==> src/rtl/alu_op_arbiter.sv <==
// Round-robin front end for one shared combinational 4-bit ALU: grants a requester,
// registers its operands, captures the ALU result and returns it tagged with the requester id.
module alu_op_arbiter #(
    parameter int unsigned NUM_REQ = 2,
    parameter int unsigned ID_W    = 2,
    parameter int unsigned CNT_W   = 8
) (
    input  logic                 clk_i,
    input  logic                 rst_i,
    input  logic [NUM_REQ-1:0]   req_valid_i,
    output logic [NUM_REQ-1:0]   req_ready_o,
    input  logic [4*NUM_REQ-1:0] req_a_i,
    input  logic [4*NUM_REQ-1:0] req_b_i,
    input  logic [4*NUM_REQ-1:0] req_op_i,
    output logic [3:0]           alu_a_o,
    output logic [3:0]           alu_b_o,
    output logic [3:0]           alu_op_o,
    input  logic [3:0]           alu_out_i,
    input  logic                 alu_z_i,
    input  logic                 alu_c_i,
    output logic                 resp_valid_o,
    input  logic                 resp_ready_i,
    output logic [ID_W-1:0]      resp_id_o,
    output logic [3:0]           resp_data_o,
    output logic                 resp_z_o,
    output logic                 resp_c_o,
    output logic                 busy_o,
    output logic [CNT_W-1:0]     ops_done_o
);

    localparam int unsigned D_W = 4;

    typedef enum logic [1:0] {
        IDLE  = 2'd0,
        ISSUE = 2'd1,
        RESP  = 2'd2
    } state_t;

    state_t           state_q, state_d;
    logic [ID_W-1:0]  last_q, last_d;
    logic [ID_W-1:0]  id_q, id_d;
    logic [D_W-1:0]   a_q, a_d, b_q, b_d, op_q, op_d;
    logic [D_W-1:0]   data_q, data_d;
    logic             z_q, z_d, c_q, c_d;
    logic             rv_q, rv_d;
    logic             busy_q, busy_d;
    logic [CNT_W-1:0] cnt_q, cnt_d;

    logic             pick_vld;
    logic [ID_W-1:0]  pick_idx;
    logic [D_W-1:0]   a_sel, b_sel, op_sel;
    int unsigned      cand;

    // Round-robin search starting just after the last granted requester
    always_comb begin
        pick_vld = 1'b0;
        pick_idx = '0;
        cand     = 0;
        for (int unsigned k = 1; k <= NUM_REQ; k++) begin
            cand = 32'(last_q) + k;
            if (cand >= NUM_REQ) begin
                cand = cand - NUM_REQ;
            end
            if (!pick_vld && (|(req_valid_i & (NUM_REQ'(1) << cand)))) begin
                pick_vld = 1'b1;
                pick_idx = ID_W'(cand);
            end
        end
        a_sel  = '0;
        b_sel  = '0;
        op_sel = '0;
        for (int unsigned i = 0; i < NUM_REQ; i++) begin
            if (pick_idx == ID_W'(i)) begin
                a_sel  = req_a_i[D_W*i +: D_W];
                b_sel  = req_b_i[D_W*i +: D_W];
                op_sel = req_op_i[D_W*i +: D_W];
            end
        end
    end

    always_comb begin
        state_d     = state_q;
        last_d      = last_q;
        id_d        = id_q;
        a_d         = a_q;
        b_d         = b_q;
        op_d        = op_q;
        data_d      = data_q;
        z_d         = z_q;
        c_d         = c_q;
        rv_d        = rv_q;
        cnt_d       = cnt_q;
        req_ready_o = '0;
        case (state_q)
            IDLE: begin
                if (pick_vld) begin
                    req_ready_o = NUM_REQ'(1) << pick_idx;
                    a_d         = a_sel;
                    b_d         = b_sel;
                    op_d        = op_sel;
                    last_d      = pick_idx;
                    id_d        = pick_idx;
                    state_d     = ISSUE;
                end
            end
            ISSUE: begin
                // Carry is only meaningful for the arithmetic opcodes 0100..0111
                data_d  = alu_out_i;
                z_d     = alu_z_i;
                c_d     = alu_c_i & (op_q[3:2] == 2'b01);
                rv_d    = 1'b1;
                state_d = RESP;
            end
            RESP: begin
                if (resp_ready_i) begin
                    rv_d    = 1'b0;
                    cnt_d   = cnt_q + CNT_W'(1);
                    state_d = IDLE;
                end
            end
            default: begin
                state_d = IDLE;
            end
        endcase
        busy_d = (state_d != IDLE);
    end

    always_ff @(posedge clk_i or posedge rst_i) begin
        if (rst_i) begin
            state_q <= IDLE;
            last_q  <= ID_W'(NUM_REQ - 1);
            id_q    <= '0;
            a_q     <= '0;
            b_q     <= '0;
            op_q    <= '0;
            data_q  <= '0;
            z_q     <= 1'b0;
            c_q     <= 1'b0;
            rv_q    <= 1'b0;
            busy_q  <= 1'b0;
            cnt_q   <= '0;
        end else begin
            state_q <= state_d;
            last_q  <= last_d;
            id_q    <= id_d;
            a_q     <= a_d;
            b_q     <= b_d;
            op_q    <= op_d;
            data_q  <= data_d;
            z_q     <= z_d;
            c_q     <= c_d;
            rv_q    <= rv_d;
            busy_q  <= busy_d;
            cnt_q   <= cnt_d;
        end
    end

    assign alu_a_o      = a_q;
    assign alu_b_o      = b_q;
    assign alu_op_o     = op_q;
    assign resp_valid_o = rv_q;
    assign resp_id_o    = id_q;
    assign resp_data_o  = data_q;
    assign resp_z_o     = z_q;
    assign resp_c_o     = c_q;
    assign busy_o       = busy_q;
    assign ops_done_o   = cnt_q;

endmodule

==> config.mk <==
export PLATFORM = sky130hd
export DESIGN_NAME = alu_op_arbiter
export DESIGN_NICKNAME = d
export VERILOG_FILES = /design/src/rtl/alu_op_arbiter.sv
export SDC_FILE = /design/constraint.sdc
export NUM_CORES = 1
export LEC_CHECK = 0
export ABC_AREA = 1
export BUFFER_PORTS_ARGS = -buffer_cell sky130_fd_sc_hd__clkbuf_2
export CAP_MARGIN = 15
export CELL_PAD_IN_SITES_DETAIL_PLACEMENT = 1
export CELL_PAD_IN_SITES_GLOBAL_PLACEMENT = 1
export CORE_ASPECT_RATIO = 2
export CORE_MARGIN = 1.5
export CORE_UTILIZATION = 30
export DETAILED_ROUTE_END_ITERATION = 8
export HOLD_SLACK_MARGIN = 0.15
export MAX_ROUTING_LAYER = met4
export PLACE_DENSITY = 0.75
export SETUP_SLACK_MARGIN = 0.5
export SLEW_MARGIN = 20
export SYNTH_ARGS = -nofsm -noshare
export SYNTH_HDL_FRONTEND = slang
export SYNTH_SLANG_ARGS = --single-unit
==> constraint.sdc <==
create_clock -name clk_i -period 1.4 [get_ports clk_i]
set_input_delay 0.28 -clock clk_i [delete_from_list [all_inputs] [get_ports clk_i]]
set_output_delay 0.28 -clock clk_i [all_outputs]
set_load 0.02 [all_outputs]
* Yosys cells after proc, flatten, opt, wreduce, memory -nomap -nowiden
Cells that the tools add are included.
** Storage, ports and cells
- Register bits :: 34
- Bits in latches :: 0
- Memory bits (writable) :: 0
- Bits in read-only memories :: 0
- Input bits :: 35
- Output and inout bits :: 32
- Logic and storage cells :: 60
- Memories kept :: 0
** Operators by class
- Add/sub/neg operators :: 5
- $mul :: 0
- Div/mod/pow operators :: 0
- Order comparisons :: 2
- Equality and inequality tests :: 5
- Shift-type cells :: 3
- Mux-type cells :: 19
- Bitwise operators :: 3
- Reduce and logical (&&, ||, !) cells :: 11
** Operators by type and width (count)
- $mux W32 :: 2
- $shl A1 B32 Y2 const A :: 2
- $mux W4 :: 6
- $mux W2 :: 6
- $add A8 B1 Y8 const B :: 1
- $sub A3 B2 Y4 const B :: 2
- $eq A2 B1 Y1 const B :: 3
- $ge A3 B2 Y1 const B :: 2
- $pmux W2 S3 :: 1
- $reduce_and A2 Y1 :: 3
- $and A2 B2 Y2 :: 2
- $logic_not A2 Y1 :: 2
- $reduce_bool A2 Y1 :: 2
- $reduce_or A2 Y1 :: 2
- $add A2 B1 Y3 const B :: 1
- $add A2 B2 Y3 const B :: 1
- $mux W1 :: 3
- $eq A2 B2 Y1 const B :: 1
- $ne A2 B2 Y1 const B :: 1
- $pmux W1 S2 :: 1
- $shl A1 B2 Y2 const A :: 1
- $and A1 B1 Y1 :: 1
- $logic_and A1 B1 Y1 :: 1
- $logic_not A1 Y1 :: 1

* Logic depth before layout (Yosys ltp)
Gate-level depths: netlist (run 1).
- Depth in word-level cells :: 13
- Mapped depth :: 8
- Mapped depth without buffers :: 7

* Least setup slack after synthesis (run 1)
OpenSTA, ideal clock, no wires.
- Path kind :: flip-flop to output port
- Start point :: register state_q[1]
- End point :: output port req_ready_o[0]
- Arrival time :: 1.321 ns
- Data required time :: 1.120 ns
- Path slack :: -0.201 ns
- Cell stages (with the launch flop) :: 7
- Buffers on the path :: 1
- Path through :: dfrtp_1 > nor2_1 > nand2_1 > a21oi_4 > inv_1 > buf_6 > nor2_1
** On the way
- Cells in the longest elaborated chain, start to end :: 2
** RTL lines
- start: declaration :: line 39 : state_t state_q, state_d;
- start signal: assignment :: line 143 : state_q <= state_d;
- $logic_not A2 Y1 :: line 94 : case (state_q)
- $mux W2 :: line 94
- end: declaration :: line 11 : output logic [NUM_REQ-1:0] req_ready_o,
Every way passes these cells.

* Final worst setup path (run 1)
Ends and elaborated chain as after synthesis.

==> results of run 1 <==
-- power by group --
group / internal (mW) / switching (mW)
logic: 0.128 / 0.112
registers: 0.967 / 0.0136
clock network: 0.445 / 0.389
-- cells in the mapped netlist (all sizes together) --
| master | n | area (um^2) |
|---|---|---|
| nand2 | 83 | 312 |
| dfrtp | 32 | 801 |
| inv | 27 | 101 |
| nand3 | 18 | 90.1 |
| nand3b | 13 | 97.6 |
| nor2 | 7 | 26.3 |
| buf | 4 | 28.8 |
| o21ai | 4 | 20.0 |
| xnor2 | 2 | 17.5 |
| a21oi | 1 | 16.3 |
| clkbuf | 1 | 3.75 |
| dfstp | 1 | 26.3 |
| ha | 1 | 12.5 |
| nand4 | 1 | 6.26 |
| or2 | 1 | 6.26 |
| xor2 | 1 | 8.76 |
-- final timing paths --
kind	from	depth (start not counted)	end
max	state_q[1]$_DFF_PP0_	6	req_ready_o[0]
min	rst_i	2	resp_data_o[0]$_DFFE_PP0P_
max reg2reg	last_q[0]$_DFFE_PP1P_	7	busy_o$_DFF_PP0_
min reg2reg	alu_a_o[2]$_DFFE_PP0P_	2	alu_a_o[2]$_DFFE_PP0P_
max in group asynchronous	rst_i	3	ops_done_o[5]$_DFFE_PP0P_
min in group clk_i	alu_out_i[1]	3	resp_data_o[1]$_DFFE_PP0P_
-- cell families after synthesis --
kind of cell | count (synthesis)
compound gates | 5
xor+xnor | 3
simple gates | 123
fa+ha+maj | 1
flops | 33
buf+inv | 32
-- layout make-up --
| type | count | area [um^2] | area share (%) |
|---|---|---|---|
| Timing Repair Buffer | 121 | 1150 | 37.2 |
| Sequential cell | 33 | 836 | 27.1 |
| Multi-Input combinational cell | 132 | 811 | 26.3 |
| Inverter | 27 | 118 | 3.81 |
| Clock buffer | 7 | 96.3 | 3.12 |
| Tap cell | 58 | 72.6 | 2.35 |
| Clock inverter | 1 | 5.00 | 0.162 |
-- what timing repair did --
action,CTS,global route
endpoints found under the hold margin,14,14
cloned,1,1
buffers inserted,22,19
setup endpoints to repair,65,65
resized for setup,97,40
pin swaps,9,10
-- critical path, stage by stage (launching register included) --
cell	delay, ns
dfrtp_1	0.42
nor2_4	0.14
nand2_2	0.07
a21oi_4	0.13
inv_2	0.07
nor2_4	0.11
buf_8	0.12
-- registers in the layout (all words and copies together), names as in the netlist, 2 cells and up --
name / cells
alu_a_o: 4
alu_b_o: 4
alu_op_o: 4
last_q: 2
ops_done_o: 8
resp_data_o: 4
state_q: 2
-- metrics by stage --
step                hold WS, ns  TNS [ns]  std cells
floorplan                 0.214   -0.0193        197
global placement          0.282         0        328
detailed placement        0.291   -0.0401        328
CTS                     -0.0173    -0.365        359
global route             0.0196     -1.04        379
finish                 -0.00148    -0.588        379
-- metal layers --
metal | global-route usage, % | vias to the layer above | share of wire, %
met5 | - | - | 0
li1 | - | 849 | -
met3 | 4.11 | 21 | 2.7
met4 | 9.82 | 0 | 3.4
met2 | 41.7 | 60 | 61
met1 | 18.3 | 902 | 33
==> results.py, run 1 <==
metrics = {
    "run_status": {
        "run_status": "finished, violations left",
        "violations": "negative hold slack, negative setup slack",
    },
    "final_layout": {
        "nets": 356,
        "syn_to_final_growth_pct": 95.9,
        "insertedDiodeCount": 0,
        "final_cell_area_mm2": 0.00308,
        "drive_above_1_share_pct": 55.8,
        "final_cell_mix": "72 x nand2_1, 37 x buf_4, 34 x clkbuf_2, 30 x clkbuf_8, 25 x dfrtp_1",
        "final_common_cell": "nand2_1",
        "fin_util_pct": 60.6,
        "fillers": 578,
    },
    "critical_path": {
        "r2r_setup_slack_ns": -0.05,
        "worstSetupEndpointType": "output port",
        "startpoint_type": "flip-flop",
        "crit_type": "reg -> out",
        "worstPathArrival_ns": 1.36,
        "cp_max_fo": 2,
        "required_ns": 1.12,
    },
    "placed_design": {
        "portBuffers": 66,
        "placed_area_mm2": 0.00210,
        "dp_hpwl_um": 3540,
        "pre_cts_slack_ns": -0.0401,
        "gp_congestion": 0.755,
    },
    "synth": {
        "ys_seq_area_share_pct": 52.5,
        "synth_top_family_by_area": "simple AND/OR/NAND/NOR gates",
        "synth-compound-area-share_pct": 2.31,
        "synth_area_per_cell_um2": 7.99,
        "synthesis.nets": 233,
        "synthAdderAreaFrac_pct": 0.795,
        "ys_ff_latch": 33,
        "yosysWarnings": 0,
        "syn_inst": 197,
        "synthSimpleGateAreaFrac_pct": 34.2,
        "synth_xor_area_share_pct": 1.67,
        "muxShareOfSynthArea_pct": 0,
        "ys_types": 18,
        "syn-cell-area_mm2": 0.00157,
    },
    "cts": {
        "cts_root_buf": "clkbuf_8",
        "clockBufferDepth": 2,
        "cts_sinks": 33,
        "cts_buffers": 5,
        "clock_latency_ns": 0.30,
        "clk_pin_slew_ns": 0.08,
        "cts_tree": "built",
        "htreeDepth": 2,
    },
    "sta": {
        "finalMaxSlewViolations": 0,
        "fin_ws_ns": -0.239,
        "tightestPinTransition_ns": 0.438,
        "fin_crit_sh_pct": 117,
        "finalCriticalPeriod_ns": 1.64,
        "finalHoldViolCount": 3,
        "fmax_mhz": 610,
        "rsz0062_at_grt": "true",
        "setup_viol": 6,
        "skew_ns": 0.00770,
        "relSlewSlack_pct": 70.7,
        "whs_ns": -0.00148,
    },
    "global_routing": {
        "grt_max_degree": 19,
        "grt.overflow.total": 0,
        "antenna_found_initial": 0,
        "grt.total_usage_pct": 21.8,
        "grt_pass1_wl_um": 8730,
        "grt_pass1_vias": 1870,
    },
    "pwr": {
        "power_density_mw_per_mm2": 666,
        "ir_drop_uv": 507,
        "fin_total_pwr_mw": 2.05,
        "power.leakage_nw": 1.66,
    },
    "drt": {
        "routed_wl_um": 7150,
        "remaining_drc_errors": 0,
        "dr.pass1.iters": 6,
        "ant_nets": 0,
        "dr.first_iter.drc_count": 45,
        "post_drt_wl_per_cell_um": 18.9,
        "post_drt_via_cell_ratio": 4.83,
        "dr_total_vias": 1832,
    },
    "die": {
        "initial_core_util_pct": 30.9,
        "std_cell_rows": 37,
        "ios": 67,
        "die_x_um": 54.2,
        "dieHeight_um": 105,
        "core-area_mm2": 0.00509,
        "die_area_mm2": 0.00572,
    },
    "worst_hold_path": {
        "min_path_type": "in -> async",
    },
    "flow_run": {
        "cap_violations": 0,
    },
}
(Power assumes the default switching activity.)
==> run 2, diff against run 1 <==
==> constraint.sdc (replaced) <==
create_clock -name clk_i -period 1.45 [get_ports clk_i]
set_input_delay 0.29 -clock clk_i [delete_from_list [all_inputs] [get_ports clk_i]]
set_output_delay 0.29 -clock clk_i [all_outputs]
set_load 0.02 [all_outputs]
==> run 2 against run 1 <==
The run still ends with negative hold slack, negative setup slack left. Clock skew is 0.014 ns higher. Sequential power is 3.1% lower. Clock power is 13% higher. Hold slack worse by 0.021 ns. Critical path type unchanged. Critical endpoint unchanged.
==> results.py, run 2 (synthesized netlist as in run 1, its figures left out) <==
metrics = {
    "run_status": {
        "run_status": "finished, violations left",
        "violations": "negative hold slack, negative setup slack",
    },
    "pwr": {
        "ir_drop_uv": 747,
        "power.leakage_nw": 1.66,
        "power_density_mw_per_mm2": 680,
    },
    "flow_run": {
        "cap_violations": 0,
    },
    "cts": {
        "clock_latency_ns": 0.31,
        "clk_pin_slew_ns": 0.09,
        "cts_root_buf": "clkbuf_8",
        "cts_tree": "built",
        "cts_sinks": 33,
        "htreeDepth": 2,
        "cts_buffers": 5,
        "clockBufferDepth": 2,
    },
    "die": {
        "std_cell_rows": 37,
        "ios": 67,
        "core-area_mm2": 0.00509,
        "initial_core_util_pct": 30.9,
        "dieHeight_um": 105,
        "die_x_um": 54.2,
        "die_area_mm2": 0.00572,
    },
    "final_layout": {
        "fin_util_pct": 61.1,
        "insertedDiodeCount": 0,
        "final_cells": 381,
        "nets": 358,
        "final_common_cell": "nand2_1",
        "drive_above_1_share_pct": 57.3,
        "syn_to_final_growth_pct": 97.6,
        "final_cell_mix": "59 x nand2_1, 44 x buf_4, 34 x clkbuf_2, 27 x clkbuf_8, 25 x dfrtp_1",
        "largest_reg_flops": 8,
    },
    "drt": {
        "dr.pass1.iters": 4,
        "dr.first_iter.drc_count": 11,
        "dr_total_vias": 1833,
        "remaining_drc_errors": 0,
        "ant_nets": 0,
        "post_drt_via_cell_ratio": 4.81,
        "post_drt_wl_per_cell_um": 17.1,
        "routed_wl_um": 6510,
    },
    "sta": {
        "setup_viol": 15,
        "rsz0062_at_grt": "true",
        "fin_ws_ns": -0.237,
        "whs_ns": -0.0228,
        "finalMaxSlewViolations": 0,
        "tightestPinTransition_ns": 0.477,
        "finalHoldViolCount": 10,
        "fin_crit_sh_pct": 116,
        "finalCriticalPeriod_ns": 1.69,
        "relSlewSlack_pct": 68.1,
        "skew_ns": 0.0217,
        "fmax_mhz": 593,
        "finalSetupTns_ns": -1.70,
    },
    "critical_path": {
        "required_ns": 1.16,
        "worstPathArrival_ns": 1.40,
        "worstSetupEndpointType": "output port",
        "cp_max_fo": 2,
        "startpoint_type": "flip-flop",
        "crit_type": "reg -> out",
    },
    "placed_design": {
        "gp_congestion": 0.738,
        "portBuffers": 66,
        "dp_hpwl_um": 3450,
        "placed_cells": 327,
    },
    "global_routing": {
        "grt_max_degree": 20,
        "grt.overflow.total": 0,
        "grt_pass1_vias": 1821,
        "grt_pass1_wl_um": 8430,
        "grt.total_usage_pct": 21.0,
        "antenna_found_initial": 0,
    },
    "worst_hold_path": {
        "min_path_type": "in -> async",
    },
}
## run 2: cell types whose count changed in the layout (fill, tap and decap cells not counted), sizes merged
cell    previous run  this run
buf               63        68
bufinv             0         1
clkbuf            65        62
clkinv             2         0
inv               25        26
## run 2: routing by layer
| metal | part of all wire (%) | GRT usage (%) |
|---|---|---|
| met3 | 3.5 | 3.54 |
| met1 | 34 | 18.1 |
| met4 | 2.9 | 9.46 |
| met2 | 59 | 39.8 |
| met5 | 0 | - |
## run 2: timing repair
action,CTS,global route
resized for setup,79,67
pin swaps,1,10
hold endpoints to repair,16,16
setup buffers,19,26
gates cloned,1,0
setup endpoints to repair,65,65
## run 2: power by group
| part | total (mW) | switching, mW | leakage [nW] | internal, mW |
|---|---|---|---|---|
| Clock | 0.943 | 0.382 | 0.0585 | 0.561 |
| Sequential | 0.950 | 0.0162 | 0.407 | 0.934 |
| Combinational | 0.223 | 0.102 | 1.19 | 0.121 |
## run 2: critical path: stages (launching register included)
cell     delay (ns)
dfrtp_1        0.42
nor2_4         0.14
nand2_2        0.08
a21oi_4        0.14
inv_2          0.07
nor2_4         0.12
buf_8          0.13
## run 2: stage by stage
step	cell area [um^2]	total power [mW]	hold WS [ns]	setup WS, ns
2_1_floorplan	1640	1.04	0.224	0.0207
3_3_place_gp	2080	1.11	0.308	0.0353
3_5_place_dp	2080	1.12	0.314	0.00450
4_1_cts	2710	2.06	0.00580	-0.230
5_1_grt	3110	2.18	-0.00489	-0.301
6_report	3110	2.12	-0.0228	-0.237
## run 2: final cells by class
type,instances,area (um^2)
fillers,589,1980
repair buffers,123,1120
multi-input cells,132,852
flip-flops and latches,33,836
inverters,27,110
clock buffers,7,86.3
well taps,58,72.6
clock inverters,1,30.0
## run 2: final timing paths
kind	from	end	slack [ns]	depth (start not counted)
max	state_q[1]$_DFF_PP0_	req_ready_o[0]	-0.24	6
max reg2reg	state_q[1]$_DFF_PP0_	alu_b_o[3]$_DFFE_PP0P_	-0.11	10
min in group clk_i	alu_out_i[3]	resp_data_o[3]$_DFFE_PP0P_	0.20	3
max in group asynchronous	rst_i	resp_data_o[1]$_DFFE_PP0P_	0.96	3
min	rst_i	ops_done_o[4]$_DFFE_PP0P_	-0.02	2
min reg2reg	resp_data_o[3]$_DFFE_PP0P_	resp_data_o[3]$_DFFE_PP0P_	0.49	2
==> run 3, diff against run 2 <==
--- a/config.mk
+++ b/config.mk
@@ -11,12 +11,13 @@
 export CELL_PAD_IN_SITES_DETAIL_PLACEMENT = 1
 export CELL_PAD_IN_SITES_GLOBAL_PLACEMENT = 1
 export CORE_ASPECT_RATIO = 2
-export CORE_MARGIN = 1.5
-export CORE_UTILIZATION = 30
+export CORE_MARGIN = 4
+export CORE_UTILIZATION = 31
+export CTS_BUF_LIST = sky130_fd_sc_hd__clkbuf_2 sky130_fd_sc_hd__clkbuf_4 sky130_fd_sc_hd__clkbuf_8
 export DETAILED_ROUTE_END_ITERATION = 8
 export HOLD_SLACK_MARGIN = 0.15
 export MAX_ROUTING_LAYER = met4
-export PLACE_DENSITY = 0.75
+export PLACE_DENSITY = 0.78
 export SETUP_SLACK_MARGIN = 0.5
 export SLEW_MARGIN = 20
 export SYNTH_ARGS = -nofsm -noshare
==> run 3 against run 2 <==
The run ends with negative setup slack left. Via count down 2.8%. Sequential share of layout area grew 0.65 points. Wire length up 6.3%. Clock power fell by 24%. Die area grew 11%. Core utilization is 0.77 points higher. Design area down 2.4%. Register-to-register slack better by 0.15 ns. Final cell count is 2.4% lower. Sequential power is essentially flat. First-iteration DRC count grew to 3.1 times the previous value.
==> results.py, run 3 (synthesized netlist as in run 1, its figures left out) <==
metrics = {
    "critical_path": {
        "required_ns": 1.16,
        "worstPathArrival_ns": 1.37,
        "slowest_stage": "dfrtp_1",
        "path_buf_inv": 2,
        "critical-path-top-delay-family": "flip-flops",
        "cp_max_fo": 2,
        "cp_slowest_stage_delay_ns": 0.42,
        "worstSetupEndpointType": "output port",
        "crit_type": "reg -> out",
        "path_cells": "nor2_2 -> nand2_2 -> a21oi_4 -> inv_2 -> nor2_4 -> buf_8",
        "startpoint_type": "flip-flop",
    },
    "pwr": {
        "switching_power_uw": 508,
        "p_sw_share_pct": 26.7,
        "ir_drop_uv": 592,
        "p_int_mw": 1.40,
        "power_frac_seq_pct": 49.8,
        "power.share.combinational_pct": 12.8,
        "power.leakage_nw": 1.63,
        "power_density_mw_per_mm2": 627,
        "clock_power_share_pct": 37.4,
    },
    "final_layout": {
        "insertedDiodeCount": 0,
        "largest_reg_flops": 8,
        "fin_util_pct": 61.9,
        "final_cell_area_mm2": 0.00304,
        "drive_above_1_share_pct": 58.7,
        "final_common_cell": "nand2_1",
        "syn_to_final_growth_pct": 92.9,
        "fillers": 555,
        "final_cell_mix": "59 x nand2_1, 34 x clkbuf_2, 30 x buf_4, 28 x clkbuf_8, 25 x dfrtp_1",
        "seq_area_um2": 836,
        "multi_input_area_um2": 817,
        "nets": 350,
    },
    "global_routing": {
        "grt_max_degree": 19,
        "grtUsageMet1_pct": 19.4,
        "grt_pass1_vias": 1901,
        "grt_busiest_layer": "met2",
        "grt_use_met2_pct": 39.8,
        "grt.total_usage_pct": 20.9,
        "grt_pass1_wl_um": 9430,
        "grtUsageMet3_pct": 4.03,
        "antenna_found_initial": 0,
        "grt.overflow.total": 0,
    },
    "sta": {
        "whs_ns": 0.00177,
        "finalSetupTns_ns": -0.386,
        "fmax_mhz": 603,
        "setup_viol": 2,
        "fin_ws_ns": -0.209,
        "finalMaxSlewViolations": 0,
        "tightestPinTransition_ns": 0.484,
        "relSlewSlack_pct": 67.7,
        "rsz0062_at_grt": "true",
        "fin_crit_sh_pct": 114,
        "finalCriticalPeriod_ns": 1.66,
        "finalHoldViolCount": 0,
        "skew_ns": 0.0123,
    },
    "drt": {
        "post_drt_via_cell_ratio": 4.79,
        "dr_total_vias": 1781,
        "remaining_drc_errors": 0,
        "ant_nets": 0,
        "routed_wl_um": 6920,
        "post_drt_wl_per_cell_um": 18.6,
        "dr.pass1.iters": 4,
        "dr.first_iter.drc_count": 34,
    },
    "cts": {
        "cts_buffers": 5,
        "htreeDepth": 2,
        "cts_root_buf": "clkbuf_8",
        "clockBufferDepth": 2,
        "clock_latency_ns": 0.30,
        "clk_pin_slew_ns": 0.08,
        "cts_sinks": 33,
        "cts_tree": "built",
    },
    "die": {
        "dieHeight_um": 109,
        "ios": 67,
        "core-area_mm2": 0.00491,
        "die_x_um": 58.4,
        "die_area_mm2": 0.00635,
        "std_cell_rows": 36,
        "initial_core_util_pct": 32.1,
    },
    "placed_design": {
        "gp_congestion": 0.742,
        "placed_area_mm2": 0.00208,
        "dp_hpwl_um": 3650,
        "pre_cts_slack_ns": 0.0107,
        "portBuffers": 66,
    },
    "run_status": {
        "run_status": "finished, violations left",
        "violations": "negative setup slack",
    },
    "worst_hold_path": {
        "min_path_type": "in -> async",
    },
    "flow_run": {
        "cap_violations": 0,
    },
}
-- run 3: cell count changes in the layout (fill, tap and decap cells not counted), moves of 2 or more --
cell      before  now
nand2_2        9   20
buf_8          8   10
nand3_2        3    7
nand3_1       14   10
nand2_4       15    4
buf_4         44   30
clkinv_2       0    2
-- run 3: what timing repair did --
action	in CTS	in global routing
gates resized for setup	109	36
cloned	2	0
setup endpoints to repair	64	65
hold endpoints to repair	17	17
pin swaps	12	9
setup buffers	23	15
-- run 3: stage by stage --
step	power, mW	cells
global placement	1.11	324
detailed placement	1.12	324
CTS	1.87	357
floorplan	1.04	197
global route	1.98	372
finish	1.90	372
-- run 3: final cells by class --
type / instances / area share, %
tap: 57 / 2.35
inverter: 27 / 3.71
timing repair buffer: 115 / 36.7
clock inverter: 3 / 0.577
clock buffer: 5 / 2.27
sequential: 33 / 27.5
multi-input combinational: 132 / 26.9
-- run 3: final timing paths --
| kind | slack, ns | cells past startpoint | to | startpoint |
|---|---|---|---|---|
| min in group clk_i | 0.19 | 3 | resp_data_o[3]$_DFFE_PP0P_ | alu_out_i[3] |
| worst min register to register | 0.51 | 2 | alu_a_o[3]$_DFFE_PP0P_ | alu_a_o[3]$_DFFE_PP0P_ |
| worst max register to register | 0.04 | 7 | alu_b_o[0]$_DFFE_PP0P_ | last_q[0]$_DFFE_PP1P_ |
| worst min-delay path | 0.002 | 2 | resp_valid_o$_DFFE_PP0P_ | rst_i |
| max in group asynchronous | 0.93 | 3 | last_q[0]$_DFFE_PP1P_ | rst_i |
| worst max-delay path | -0.21 | 6 | req_ready_o[0] | state_q[0]$_DFF_PP0_ |
-- run 3: power by group through the flow --
| stage | sequential, mW | combinational (mW) | clock, mW |
|---|---|---|---|
| after floorplan | 0.981 | 0.0544 | 0 |
| after global placement | 0.968 | 0.145 | 0 |
| after detailed placement | 0.969 | 0.151 | 0 |
| after CTS | 0.944 | 0.221 | 0.706 |
| after global routing | 0.950 | 0.263 | 0.766 |
| final | 0.949 | 0.243 | 0.712 |
-- run 3: metal layers --
layer	wire, um	share of wire (%)
met5	0	0
met4	229	3.3
met3	279	4.0
met2	4010	58
met1	2400	35
